### src/rtl/p3_5_observer_if.sv
// Receive-side link bundle for the p3_5 observer: {y,z} symbol in, decoded result out.
// master = symbol source / result consumer, slave = the observer itself.
interface p3_5_observer_if #(
    parameter int CNT_W = 8
) ();
    logic             in_valid;
    logic             y;
    logic             z;
    logic             out_valid;
    logic             x_out;
    logic             x_known;
    logic             err;
    logic [2:0]       state_set;
    logic             locked;
    logic [CNT_W-1:0] err_cnt;

    modport master (
        output in_valid, y, z,
        input  out_valid, x_out, x_known, err, state_set, locked, err_cnt
    );

    modport slave (
        input  in_valid, y, z,
        output out_valid, x_out, x_known, err, state_set, locked, err_cnt
    );
endinterface

### src/rtl/p3_5_observer.sv
// Belief-set observer for the 3-state p3_5 Mealy encoder: recovers x from {y,z}, flags bad symbols.
// Optional saturating error counter is built when P3_5_OBS_STATS_EN is defined.
module p3_5_observer #(
    parameter int CNT_W = 8
) (
    input  logic            clk,
    input  logic            rst_n,
    p3_5_observer_if.slave  obs
);
    // state_set bit positions: bit0=A, bit1=B, bit2=C
    localparam logic [2:0] S_A   = 3'b001;
    localparam logic [2:0] S_C   = 3'b100;
    localparam logic [2:0] S_ALL = 3'b111;

    logic [2:0] state_set_q, state_set_d;
    logic       out_valid_q, out_valid_d;
    logic       x_out_q,     x_out_d;
    logic       x_known_q,   x_known_d;
    logic       err_q,       err_d;
    logic       sym_err;

    always_comb begin
        state_set_d = state_set_q;
        out_valid_d = obs.in_valid;
        x_out_d     = x_out_q;
        x_known_d   = x_known_q;
        err_d       = err_q;
        sym_err     = 1'b0;
        if (obs.in_valid) begin
            err_d = 1'b0;
            unique case ({obs.y, obs.z})
                2'b11: begin
                    if (state_set_q[0]) begin
                        state_set_d = S_C;
                        x_out_d     = 1'b1;
                        x_known_d   = 1'b1;
                    end else begin
                        sym_err = 1'b1;
                    end
                end
                2'b10: begin
                    if (state_set_q[2]) begin
                        state_set_d = S_A;
                        x_out_d     = 1'b0;
                        x_known_d   = 1'b1;
                    end else begin
                        sym_err = 1'b1;
                    end
                end
                2'b01: begin
                    // A->B (x=0), B->B|C (x ambiguous), C->C (x=1)
                    state_set_d = {state_set_q[1] | state_set_q[2],
                                   state_set_q[0] | state_set_q[1],
                                   1'b0};
                    x_known_d   = (state_set_q == S_A) || (state_set_q == S_C);
                    x_out_d     = (state_set_q == S_C);
                end
                default: sym_err = 1'b1;
            endcase
            if (sym_err) begin
                state_set_d = S_ALL;
                x_out_d     = 1'b0;
                x_known_d   = 1'b0;
                err_d       = 1'b1;
            end
        end
    end

    always_ff @(posedge clk or negedge rst_n) begin
        if (!rst_n) begin
            state_set_q <= S_A;
            out_valid_q <= 1'b0;
            x_out_q     <= 1'b0;
            x_known_q   <= 1'b0;
            err_q       <= 1'b0;
        end else begin
            state_set_q <= state_set_d;
            out_valid_q <= out_valid_d;
            x_out_q     <= x_out_d;
            x_known_q   <= x_known_d;
            err_q       <= err_d;
        end
    end

    assign obs.out_valid = out_valid_q;
    assign obs.x_out     = x_out_q;
    assign obs.x_known   = x_known_q;
    // err holds internally across gaps but is only shown alongside out_valid
    assign obs.err       = err_q & out_valid_q;
    assign obs.state_set = state_set_q;
    assign obs.locked    = $onehot(state_set_q);

`ifdef P3_5_OBS_STATS_EN
    logic [CNT_W-1:0] err_cnt_q, err_cnt_d;

    always_comb begin
        err_cnt_d = err_cnt_q;
        if (obs.in_valid && sym_err && (err_cnt_q != {CNT_W{1'b1}}))
            err_cnt_d = err_cnt_q + 1'b1;
    end

    always_ff @(posedge clk or negedge rst_n) begin
        if (!rst_n) err_cnt_q <= '0;
        else        err_cnt_q <= err_cnt_d;
    end

    assign obs.err_cnt = err_cnt_q;
`else
    assign obs.err_cnt = {CNT_W{1'b0}};
`endif
endmodule

### src/flat_wrapper.sv
// flat-port wrapper written by rule: the top's interface ports become plain ports
module p3_5_observer_flat 
#(
    parameter int CNT_W = 8
)
  (clk, rst_n, obs_in_valid, obs_y, obs_z, obs_out_valid, obs_x_out, obs_x_known, obs_err, obs_state_set, obs_locked, obs_err_cnt);
  p3_5_observer_if #(.CNT_W(CNT_W)) obs_i ();
  input  logic clk;
  input  logic rst_n;
  input wire logic [$bits(obs_i.in_valid)-1:0] obs_in_valid;
  input wire logic [$bits(obs_i.y)-1:0] obs_y;
  input wire logic [$bits(obs_i.z)-1:0] obs_z;
  output wire logic [$bits(obs_i.out_valid)-1:0] obs_out_valid;
  output wire logic [$bits(obs_i.x_out)-1:0] obs_x_out;
  output wire logic [$bits(obs_i.x_known)-1:0] obs_x_known;
  output wire logic [$bits(obs_i.err)-1:0] obs_err;
  output wire logic [$bits(obs_i.state_set)-1:0] obs_state_set;
  output wire logic [$bits(obs_i.locked)-1:0] obs_locked;
  output wire logic [$bits(obs_i.err_cnt)-1:0] obs_err_cnt;
  assign obs_i.in_valid = obs_in_valid;
  assign obs_i.y = obs_y;
  assign obs_i.z = obs_z;
  assign obs_out_valid = obs_i.out_valid;
  assign obs_x_out = obs_i.x_out;
  assign obs_x_known = obs_i.x_known;
  assign obs_err = obs_i.err;
  assign obs_state_set = obs_i.state_set;
  assign obs_locked = obs_i.locked;
  assign obs_err_cnt = obs_i.err_cnt;
  p3_5_observer #(.CNT_W(CNT_W)) u_core (.clk(clk), .rst_n(rst_n), .obs(obs_i));
endmodule
### config.mk
export PLATFORM = sky130hd
export DESIGN_NAME = p3_5_observer_flat
export DESIGN_NICKNAME = d
export VERILOG_FILES = /design/src/rtl/p3_5_observer_if.sv /design/src/rtl/p3_5_observer.sv /design/src/flat_wrapper.sv
export SDC_FILE = /design/constraint.sdc
export NUM_CORES = 1
export LEC_CHECK = 0
export BUFFER_PORTS_ARGS = -buffer_cell sky130_fd_sc_hd__buf_2
export CORE_AREA = 2 2 39 41
export CTS_CLUSTER_DIAMETER = 30
export DETAILED_ROUTE_END_ITERATION = 8
export DIE_AREA = 0 0 41 43
export PLACE_DENSITY = 0.69
export SYNTH_ARGS = -nofsm -noshare
export SYNTH_HDL_FRONTEND = slang
export SYNTH_SLANG_ARGS = --single-unit
### constraint.sdc
create_clock -name clk -period 2.9 [get_ports clk]
set_input_delay 0.58 -clock clk [delete_from_list [all_inputs] [get_ports clk]]
set_output_delay 0.58 -clock clk [all_outputs]
set_load 0.1 [all_outputs]
==> results of run 1 <==
[worst max-delay path: stages (launching register included)]
cell	delay, ns
dfrtp_1	0.46
fa_1	0.50
nor2b_2	0.11
buf_2	0.42
[sequential cells by signal, summed over array words and instances, names as in the netlist]
| signal | cells |
|---|---|
| u_core.obs.state_set | 3 |
| u_core.err_q | 1 |
| u_core.obs.out_valid | 1 |
| u_core.obs.x_known | 1 |
| u_core.obs.x_out | 1 |
[worst max path at each step]
stage / cells after the start / end / slack, ns / start
after CTS: 3 / obs_locked / 0.56 / u_core.obs.state_set[1]
after detailed placement: 3 / obs_locked / 0.84 / u_core.obs.state_set[2]
final: 3 / obs_locked / 0.57 / u_core.obs.state_set[2]
after global placement: 3 / obs_locked / 0.86 / u_core.obs.state_set[2]
after global routing: 3 / obs_locked / 0.45 / u_core.obs.state_set[1]
after floorplan: 2 / obs_locked / 0.04 / u_core.obs.state_set[2]
[metal layers]
metal / share of wire / up-vias / track usage
li1: - / 209 / -
met1: 0.47 / 197 / 0.1792
met2: 0.45 / 16 / 0.1938
met3: 0.050 / 2 / 0.03141
met4: 0.018 / 0 / 0.08000
met5: 0 / - / 0
[cells by family (layout without fill, tap and decap cells)]
family / count (synthesis) / count (layout) / synth area share
buffers and inverters: 12 / 20 / 0.1379
muxes: 1 / 1 / 0.02069
DFF: 7 / 7 / 0.3241
and+or+nand+nor: 18 / 18 / 0.1793
xor gates and xnor gates: 1 / 1 / 0.01609
AOI/OAI and AO/OA: 10 / 10 / 0.1632
adders and majority gates: 6 / 6 / 0.1517
other: 1 / 8 / 0.006890
[layout make-up]
cell class                 count  area [µm²]
clock buffer                   3       22.52
fill                         153       763.2
clock inverter                 1       5.005
sequential                     7       176.4
timing repair buffer          12       60.06
inverter                       4       15.01
tap                           16       20.02
multi-input combinational     44       321.6
[cells in the mapped netlist, drive strengths merged]
cell    instances  area share
a21oi           2       0.018
a222oi          1       0.018
a311oi          1       0.016
a31oi           2       0.023
and2            1       0.012
and3            1       0.012
buf             8        0.11
conb            1      0.0069
dfrtp           6        0.28
dfstp           1       0.048
fa              1       0.037
ha              5        0.11
inv             4       0.028
mux2            1       0.021
nand2           4       0.028
nand2b          1       0.012
nor2            5       0.034
nor2b           2       0.028
nor3            1      0.0092
nor4            1       0.012
o21ai           1      0.0092
o31ai           2       0.028
o41ai           1       0.051
or3b            1       0.021
or4             1       0.014
xor2            1       0.016
[where the power goes]
| group | switching [mW] | internal, mW | total (mW) | leakage [nW] |
|---|---|---|---|---|
| combinational | 0.267 | 0.0560 | 0.323 | 0.208 |
| sequential | 0.0231 | 0.118 | 0.141 | 0.0797 |
| clock | 0.0403 | 0.0506 | 0.0909 | 0.0177 |
==> tab_implementation.tex, run 1 <==
\begin{tabular}{lr}
\hline
Metric & Value \\
\hline
\multicolumn{2}{l}{\textbf{Setup path}} \\
\quad Maximum net fanout on the critical path & 7 \\
\quad Register-to-register path setup slack & between 1 and 1.5 ns \\
\quad Worst reg2reg path endpoint & u\_core.obs.state\_set[2] \\
\quad Critical path arrival & between 1.5 and 2 ns \\
\quad Critical path required time & 2.32 ns \\
\quad Startpoint of the most critical register-to-register path & u\_core.obs.state\_set[0] \\
\quad Kind of critical path & reg2out \\
\quad R2R cell count & 4 \\
\quad Critical path endpoint category & output pin \\
\quad Critical Path Source Type & flip-flop \\
\multicolumn{2}{l}{\textbf{Timing}} \\
\quad Final setup violation count & 0 \\
\quad Hold\_ws & about 0.15 ns \\
\quad Final cycle utilization of the critical path & 0.8046 \\
\quad Setup Skew & 0.001598 ns \\
\quad Count of final max-slew check failures & 0 \\
\quad Post-route setup slack & 0.5668 ns \\
\quad Fin Setup TNS & 0 ns \\
\quad Min cycle time layout & 2.333 ns \\
\quad Number of hold violations in the final report & 0 \\
\quad Setup repair after global routing missed its margin & false \\
\quad Highest Clock Rate & around 430 MHz \\
\multicolumn{2}{l}{\textbf{CTS}} \\
\quad TritonCTS clock tree & built \\
\quad Deepest clock path buffer count & 2 \\
\quad Number of clock buffers inserted by TritonCTS & 3 \\
\quad H-tree Lvls & 1 \\
\quad Clock transition at path regs & about 0.060 ns \\
\quad Cells resized by post-CTS repair & 0 \\
\quad Sinks on Clock Net & 7 \\
\quad Post-CTS Setup Repair Bufs & 0 \\
\quad Count of hold buffers inserted by post-cts repair & 0 \\
\quad Clock latency reported for the late side of the worst-skew pair & $\sim$0.26 ns \\
\quad Clock root buffer & clkbuf\_4 \\
\multicolumn{2}{l}{\textbf{Global routing}} \\
\quad Global-route congestion overflow total & 0 \\
\quad Global-route usage over all layers & 0.1361 \\
\quad Number of antenna violations at the first check in global routing & 0 \\
\quad Pin count of the biggest net entering global routing & 9 \\
\quad Vias in the first global route & approximately 380 \\
\quad First-pass GRT wire length & roughly 1600 µm \\
\multicolumn{2}{l}{\textbf{Route}} \\
\quad First-pass iteration count of the detailed router & 4 \\
\quad Residual DRC & 0 \\
\quad Remaining antenna violation count & 0 \\
\quad Average routed wire per standard cell & $\sim$11 µm \\
\quad Routed WL & $\sim$940 µm \\
\quad Number of design-rule violations left by the first detailed-router iteration & 6 \\
\quad Via/cell ratio & slightly below 5 \\
\quad Total via count in the routed design & around 420 \\
\multicolumn{2}{l}{\textbf{Flow run}} \\
\quad Max-capacitance violation count & 0 \\
\multicolumn{2}{l}{\textbf{Die}} \\
\quad Chip Width & roughly 40 µm \\
\quad Total die area & 1763 µm² \\
\quad Total I/O pin count & 21 \\
\quad Standard cell core area & between 1000 and 1500 µm² \\
\quad Cell row count & 14 \\
\quad Effective utilization at floorplan & 0.3933 \\
\quad Die Ht & about 43 µm \\
\multicolumn{2}{l}{\textbf{Placement}} \\
\quad Total placed instance area & 593.1 µm² \\
\quad Worst-case setup slack after placement & 0.8398 ns \\
\quad Number of placed cells counting well taps & 83 \\
\quad RD Place Congestion & between 0.7 and 0.8 \\
\quad Post-DP HPWL & between 700 and 800 µm \\
\quad PortBufs & 12 \\
\multicolumn{2}{l}{\textbf{Final layout}} \\
\quad Layout cell share with drive strength beyond 1 & 0.3099 \\
\quad ANT cells & 0 \\
\quad Total number of nets in the final design & 83 \\
\quad Leading cell type in the layout, fill and taps excluded & buf\_2 \\
\quad Final Non-Filler Cells & just under 90 \\
\quad Final design instance area without fill & 620.6 µm² \\
\quad Area growth from synthesis to final layout & 14.02\% \\
\quad Highest-count cells in the layout ignoring fill and taps & buf\_2 (12), conb\_1 (8), dfrtp\_1 (6) \\
\quad Final standard cell utilization of the core & 0.4485 \\
\multicolumn{2}{l}{\textbf{Yosys}} \\
\quad Number of synthesis warnings & 0 \\
\quad Cells after synthesis & 56 \\
\quad Register bit total from synthesis & 7 \\
\quad Register area share after synthesis & 0.3241 \\
\quad Unique cell type count in the Yosys netlist & 27 \\
\quad Post-synth design cell area & around 540 µm² \\
\quad Synthesized area per cell & 9.719 µm² \\
\multicolumn{2}{l}{\textbf{Power}} \\
\quad Total power after layout & 0.5544 mW \\
\quad Areal power density over the cells & 893.3 nW/µm² \\
\quad Leak & approximately 0.3 nW \\
\quad Max VDD drop & about 0.27 mV \\
\multicolumn{2}{l}{\textbf{Run status}} \\
\quad Outcome & completed \\
\multicolumn{2}{l}{\textbf{Worst hold path}} \\
\quad Path category of the worst min-delay check & in2async \\
\hline
\end{tabular}
Note: power is estimated with default switching activity, not from simulation.
==> run 2, diff against run 1 <==
- CORE_AREA: 2 2 39 41 -> unset
- CORE_UTILIZATION: unset -> 41
- DIE_AREA: 0 0 41 43 -> unset
- PLACE_DENSITY: 0.69 -> 0.72
- clock period: 2.9 -> 2.12 ns (I/O delays scaled with it)
==> run 2 against run 1 <==
Compared with the run above: routed wire length grew 7.5%; cell count is 1.1% lower; largest cell class unchanged; combinational power increased by 53%; via count rose by 1.4%; critical endpoint unchanged.
==> tab_implementation.tex, run 2 (same netlist as run 1, synthesis figures left out) <==
\begin{tabular}{lr}
\hline
Metric & Value \\
\hline
\multicolumn{2}{l}{\textbf{Run status}} \\
\quad Outcome & completed \\
\multicolumn{2}{l}{\textbf{CTS}} \\
\quad TritonCTS clock tree & built \\
\quad Number of clock buffers inserted by TritonCTS & 3 (unchanged) \\
\quad H-tree Lvls & 1 (unchanged) \\
\quad Deepest clock path buffer count & 2 (unchanged) \\
\quad Sinks on Clock Net & 7 (unchanged) \\
\quad Clock root buffer & clkbuf\_4 \\
\quad Clock transition at path regs & 0.05 ns (about the same) \\
\quad Clock latency reported for the late side of the worst-skew pair & 0.25 ns (about the same) \\
\quad Cells resized by post-CTS repair & 0 (unchanged) \\
\multicolumn{2}{l}{\textbf{Timing}} \\
\quad Fin Setup TNS & 0 ns (unchanged) \\
\quad Final setup violation count & 0 (unchanged) \\
\quad Setup repair after global routing missed its margin & false \\
\quad Final cycle utilization of the critical path & 0.9492 \\
\quad Post-route setup slack & 0.1078 ns (-0.4590 ns) \\
\quad Min cycle time layout & 2.012 ns \\
\quad Highest Clock Rate & a little under 500 MHz \\
\quad Setup Skew & 0.003381 ns (+0.001783 ns) \\
\quad Count of final max-slew check failures & 0 (unchanged) \\
\quad Number of hold violations in the final report & 0 (unchanged) \\
\multicolumn{2}{l}{\textbf{Final layout}} \\
\quad Layout cell share with drive strength beyond 1 & 0.3333 (+0.02347) \\
\quad Count of filler cells inserted in the layout & 105 (-31\%) \\
\quad Leading cell type in the layout, fill and taps excluded & buf\_2 \\
\quad Highest-count cells in the layout ignoring fill and taps & buf\_2 (11), conb\_1 (8), nor2\_1 (5), ha\_1 (5) \\
\quad Flip-flop count of the largest register after layout & 3 (unchanged) \\
\quad Total number of nets in the final design & 84 (+1.2\%) \\
\quad Area growth from synthesis to final layout & 19.54\% \\
\quad ANT cells & 0 (unchanged) \\
\multicolumn{2}{l}{\textbf{Power}} \\
\quad Max VDD drop & 0.6126 mV (+130\%) \\
\quad Switching power as a share of total power & 0.5673 (-0.02790) \\
\quad Power share of the combinational group & 0.609 (+0.027) \\
\quad Net Sw Power & 0.4593 mW (+39\%) \\
\quad Clk network pwr share & 0.147 (-0.017) \\
\quad Areal power density over the cells & 1244 nW/µm² (+39\%) \\
\quad Cell internal pwr & 0.3503 mW (+56\%) \\
\quad Share of power burned in registers & 0.244 (-0.010) \\
\quad Leak & 0.3133 nW (+2.7\%) \\
\multicolumn{2}{l}{\textbf{Route}} \\
\quad First-pass iteration count of the detailed router & 4 (unchanged) \\
\quad Residual DRC & 0 (unchanged) \\
\quad Remaining antenna violation count & 0 (unchanged) \\
\quad Via/cell ratio & 5.000 (+2.6\%) \\
\quad Routed WL & 1013 µm (+7.5\%) \\
\quad Number of design-rule violations left by the first detailed-router iteration & 9 (+3) \\
\quad Average routed wire per standard cell & 11.78 µm (+8.8\%) \\
\quad Total via count in the routed design & 430 (+1.4\%) \\
\multicolumn{2}{l}{\textbf{Global routing}} \\
\quad Global-route congestion overflow total & 0 (unchanged) \\
\quad Vias in the first global route & 393 (+2.9\%) \\
\quad Number of antenna violations at the first check in global routing & 0 (unchanged) \\
\quad Global-route usage over all layers & 0.1687 (+0.03260) \\
\quad Pin count of the biggest net entering global routing & 9 (unchanged) \\
\quad First-pass GRT wire length & 1669 µm (+3.4\%) \\
\multicolumn{2}{l}{\textbf{Die}} \\
\quad Die Ht & 38.44 µm (-11\%) \\
\quad Chip Width & 38.44 µm (-6.3\%) \\
\quad Effective utilization at floorplan & 0.4647 (+0.07143) \\
\quad Cell row count & 12 (-2) \\
\quad Total die area & 1477 µm² (-16\%) \\
\quad Total I/O pin count & 21 (unchanged) \\
\quad Standard cell core area & 1171 µm² (-15\%) \\
\multicolumn{2}{l}{\textbf{Setup path}} \\
\quad Maximum net fanout on the critical path & 8 (+1) \\
\quad Critical Path Source Type & flip-flop \\
\quad Count of buffer and inverter cells on the critical path & 1 (unchanged) \\
\quad Critical path endpoint category & output pin \\
\quad Kind of critical path & reg2out \\
\quad Slowest cell on the critical path & dfstp\_2 \\
\quad Critical path arrival & 1.59 ns (-0.16 ns) \\
\quad Critical path required time & 1.70 ns (-0.62 ns) \\
\quad Max incr delay on CP & 0.62 ns (+0.12 ns) \\
\quad Cells traversed along the worst timing path & fa\_1, nor2b\_4, buf\_12 \\
\quad Kind of cell adding the most delay to the critical path & flip-flops \\
\multicolumn{2}{l}{\textbf{Placement}} \\
\quad RD Place Congestion & 0.8773 (+13\%) \\
\quad Post-DP HPWL & 799.4 µm (+6.5\%) \\
\quad Worst-case setup slack after placement & 0.2306 ns (-0.6092 ns) \\
\quad PortBufs & 12 (unchanged) \\
\multicolumn{2}{l}{\textbf{Worst hold path}} \\
\quad Path category of the worst min-delay check & in2reg \\
\multicolumn{2}{l}{\textbf{Flow run}} \\
\quad Max-capacitance violation count & 0 (unchanged) \\
\hline
\end{tabular}
[run 2: cell types whose count changed in the layout (fill, tap and decap cells not counted)]
cell           change
clkinv_2           -1
dfrtp_2            +2
nor2b_4            +1
buf_12             +1
buf_2              -1
and2_1             -1
dfrtp_1            -2
nor2b_2            -1
and2_2             +1
dlygate4sd3_1      +1
clkbuf_1           +1
[run 2: final timing paths]
check,start,endpoint,slack (ns),cells after the start
min in group asynchronous,rst_n,u_core.obs.x_known,0.53,2
max in group asynchronous,rst_n,u_core.obs.state_set[0],1.36,2
worst min register to register,u_core.obs.x_known,u_core.obs.x_known,0.47,2
worst min-delay path,obs_in_valid,u_core.obs.out_valid,0.38,1
worst max-delay path,u_core.obs.state_set[0],obs_locked,0.11,3
worst max register to register,u_core.obs.state_set[0],u_core.obs.state_set[2],0.57,4
[run 2: stage by stage]
stage	hold WS, ns	cells	util	power [mW]	instance area (µm²)
6_report	0.3814	86	0.5556	0.8096	650.6
2_1_floorplan	0.1284	63	-	0.6058	581.8
3_3_place_gp	0.2623	81	0.5246	0.6818	614.3
4_1_cts	0.3757	86	0.5556	0.8147	650.6
5_1_grt	0.3727	86	0.5556	0.8455	650.6
3_5_place_dp	0.2627	81	0.5246	0.6906	614.3
[run 2: layout make-up]
class	count	area [µm²]	area share
inverters	4	15.01	0.02308
repair buffers	13	85.08	0.1308
multi-input cells	44	327.8	0.5038
well taps	14	17.52	0.02692
clock buffers	4	26.28	0.04038
flip-flops and latches	7	178.9	0.2750
[run 2: timing repair]
action	4_1_cts	5_1_grt
endpoints found under the hold margin	6	0
hold buffers	1	0
buffers inserted	0	0
[run 2: power groups by stage]
stage	logic [mW]	clock network, mW	registers [mW]
floorplan	0.251	0	0.355
global route	0.510	0.133	0.203
CTS	0.494	0.124	0.197
finish	0.493	0.119	0.197
detailed placement	0.492	0	0.199
global placement	0.484	0	0.198
[run 2: layer usage]
metal	GRT usage	vias up	part of all wire
met2	0.2542	23	0.49
li1	-	212	-
met1	0.2179	193	0.45
met3	0.01744	2	0.048
met4	0.1293	0	0.012
met5	0	-	0
==> run 3, diff against run 2 <==
- BUFFER_PORTS_ARGS: -buffer_cell sky130_fd_sc_hd__buf_2 -> -buffer_cell sky130_fd_sc_hd__clkbuf_2
- PLACE_DENSITY: 0.72 -> 0.76
==> run 3 against run 2 <==
Compared with the run above: first-iteration DRC count unchanged; routed wire length down 6.8%; power down 0.51%; non-clock buffer count unchanged; utilization unchanged; global-route usage up 0.062 points; count of clock-buffer cells in the layout unchanged.
==> tab_implementation.tex, run 3 (same netlist as run 1, synthesis figures left out) <==
\begin{tabular}{lr}
\hline
Metric & Value \\
\hline
\multicolumn{2}{l}{\textbf{CTS}} \\
\quad Clock transition at path regs & 0.05 ns (about the same) \\
\quad H-tree Lvls & 1 (unchanged) \\
\quad Cells resized by post-CTS repair & 0 (unchanged) \\
\quad Number of clock buffers inserted by TritonCTS & 3 (unchanged) \\
\quad Post-CTS Setup Repair Bufs & 0 (unchanged) \\
\quad Clock latency reported for the late side of the worst-skew pair & 0.25 ns (about the same) \\
\quad Sinks on Clock Net & 7 (unchanged) \\
\quad Deepest clock path buffer count & 2 (unchanged) \\
\quad Clock root buffer & clkbuf\_4 \\
\quad TritonCTS clock tree & built \\
\quad Count of hold buffers inserted by post-cts repair & 0 (-1) \\
\multicolumn{2}{l}{\textbf{Final layout}} \\
\quad Total number of nets in the final design & 84 (unchanged) \\
\quad Layout cell share with drive strength beyond 1 & 0.3333 (unchanged) \\
\quad Area growth from synthesis to final layout & 19.54\% (unchanged) \\
\quad ANT cells & 0 (unchanged) \\
\quad Final Non-Filler Cells & 86 (unchanged) \\
\quad Count of filler cells inserted in the layout & 121 (+15\%) \\
\quad Leading cell type in the layout, fill and taps excluded & clkbuf\_2 \\
\quad Flip-flop count of the largest register after layout & 3 (unchanged) \\
\quad Highest-count cells in the layout ignoring fill and taps & clkbuf\_2 (11), conb\_1 (8), nor2\_1 (5), ha\_1 (5) \\
\quad Final standard cell utilization of the core & 0.5556 (unchanged) \\
\multicolumn{2}{l}{\textbf{Timing}} \\
\quad Number of hold violations in the final report & 0 (unchanged) \\
\quad Min cycle time layout & 2.005 ns (-0.007105 ns) \\
\quad Fin Setup TNS & 0 ns (unchanged) \\
\quad Highest Clock Rate & 498.7 MHz (+0.35\%) \\
\quad Post-route setup slack & 0.1149 ns (+0.007105 ns) \\
\quad Setup Skew & 0.001248 ns (-0.002133 ns) \\
\quad Hold\_ws & 0.3923 ns (+0.01096 ns) \\
\quad Final setup violation count & 0 (unchanged) \\
\quad Count of final max-slew check failures & 0 (unchanged) \\
\quad Setup repair after global routing missed its margin & false \\
\quad Final cycle utilization of the critical path & 0.9458 (-0.003351) \\
\quad Slew at the pin closest to its max-slew limit & roughly 0.54 ns \\
\quad Worst slew margin relative to its limit & 0.6425 \\
\multicolumn{2}{l}{\textbf{Route}} \\
\quad First-pass iteration count of the detailed router & 4 (unchanged) \\
\quad Routed WL & 944 µm (-6.8\%) \\
\quad Residual DRC & 0 (unchanged) \\
\quad Number of design-rule violations left by the first detailed-router iteration & 9 (unchanged) \\
\quad Remaining antenna violation count & 0 (unchanged) \\
\quad Total via count in the routed design & 441 (+2.6\%) \\
\quad Average routed wire per standard cell & 10.98 µm (-6.8\%) \\
\quad Via/cell ratio & 5.128 (+2.6\%) \\
\multicolumn{2}{l}{\textbf{Die}} \\
\quad Standard cell core area & 1171 µm² (unchanged) \\
\quad Total die area & 1477 µm² (unchanged) \\
\quad Cell row count & 12 (unchanged) \\
\quad Total I/O pin count & 21 (unchanged) \\
\quad Effective utilization at floorplan & 0.4647 (unchanged) \\
\quad Die Ht & 38.44 µm (unchanged) \\
\quad Chip Width & 38.44 µm (unchanged) \\
\multicolumn{2}{l}{\textbf{Global routing}} \\
\quad First-pass GRT wire length & 1683 µm (+0.84\%) \\
\quad Number of antenna violations at the first check in global routing & 0 (unchanged) \\
\quad Global-route usage over all layers & 0.1693 (+0.0006164) \\
\quad Pin count of the biggest net entering global routing & 9 (unchanged) \\
\quad Global-route congestion overflow total & 0 (unchanged) \\
\quad Vias in the first global route & 387 (-1.5\%) \\
\multicolumn{2}{l}{\textbf{Setup path}} \\
\quad Max incr delay on CP & 0.62 ns (about the same) \\
\quad Kind of critical path & reg2out \\
\quad R2R cell count & 4 (unchanged) \\
\quad Critical path arrival & 1.58 ns (about the same) \\
\quad Register-to-register path setup slack & 0.55 ns (-0.02 ns) \\
\quad Maximum net fanout on the critical path & 8 (unchanged) \\
\quad Slowest cell on the critical path & dfstp\_2 \\
\quad Cells traversed along the worst timing path & fa\_1, nor2b\_4, buf\_12 \\
\quad Critical path endpoint category & output pin \\
\quad Critical path required time & 1.70 ns (about the same) \\
\quad Critical Path Source Type & flip-flop \\
\multicolumn{2}{l}{\textbf{Placement}} \\
\quad Post-DP HPWL & 753.7 µm (-5.7\%) \\
\quad Number of placed cells counting well taps & 81 (unchanged) \\
\quad RD Place Congestion & 0.8348 (-4.8\%) \\
\quad PortBufs & 12 (unchanged) \\
\quad Worst-case setup slack after placement & 0.2598 ns (+0.02917 ns) \\
\multicolumn{2}{l}{\textbf{Worst hold path}} \\
\quad Path category of the worst min-delay check & in2reg \\
\quad Count of cells along the worst hold path & 1 (unchanged) \\
\multicolumn{2}{l}{\textbf{Power}} \\
\quad Max VDD drop & 0.4610 mV (-25\%) \\
\quad Areal power density over the cells & 1238 nW/µm² (-0.51\%) \\
\quad Leak & 0.3151 nW (+0.57\%) \\
\multicolumn{2}{l}{\textbf{Run status}} \\
\quad Outcome & completed \\
\multicolumn{2}{l}{\textbf{Flow run}} \\
\quad Max-capacitance violation count & 0 (unchanged) \\
\hline
\end{tabular}
## run 3: changes by cell type in the layout (fill, tap and decap cells not counted), sizes merged
cell	previous run	this run
clkbuf	4	15
buf	12	1
## run 3: area by class of cell
type	instances	area, µm²	share of cell area
Sequential cell	7	178.9	0.2750
Inverter	4	15.01	0.02308
Multi-Input combinational cell	44	327.8	0.5038
Tap cell	14	17.52	0.02692
Timing Repair Buffer	13	85.08	0.1308
Clock buffer	4	26.28	0.04038
## run 3: power by group
part | total (mW) | internal (mW) | switching (mW)
clock | 0.122 | 0.0719 | 0.0505
sequential | 0.196 | 0.163 | 0.0330
combinational | 0.487 | 0.114 | 0.373
total | 0.806 | 0.349 | 0.457
## run 3: worst paths after layout
check                                   startpoint                       to
max in group asynchronous                    rst_n  u_core.obs.state_set[0]
setup reg to reg           u_core.obs.state_set[0]  u_core.obs.state_set[2]
setup / recovery           u_core.obs.state_set[0]               obs_locked
hold reg to reg                   u_core.obs.x_out         u_core.obs.x_out
min in group asynchronous                    rst_n       u_core.obs.x_known
hold / removal                        obs_in_valid     u_core.obs.out_valid
## run 3: critical path, delay by kind of cell (launching register included)
| kind | cells | cell delay (ns) |
|---|---|---|
| buf+inv | 1 | 0.16 |
| fa+ha+maj | 1 | 0.41 |
| flops | 1 | 0.62 |
| simple gates | 1 | 0.14 |
## run 3: routing by layer
layer | routed length [µm] | share of wire | global-route usage
met3 | 49 | 0.052 | 0.05233
met4 | 12 | 0.013 | 0.07759
met2 | 444 | 0.47 | 0.2500
met1 | 438 | 0.46 | 0.2238
met5 | 0 | 0 | 0
## run 3: through the flow
stage | power [mW] | instance area, µm²
finish | 0.8055 | 650.6
global route | 0.8508 | 650.6
CTS | 0.8091 | 640.6
detailed placement | 0.6854 | 614.3
global placement | 0.6808 | 614.3
floorplan | 0.6058 | 581.8
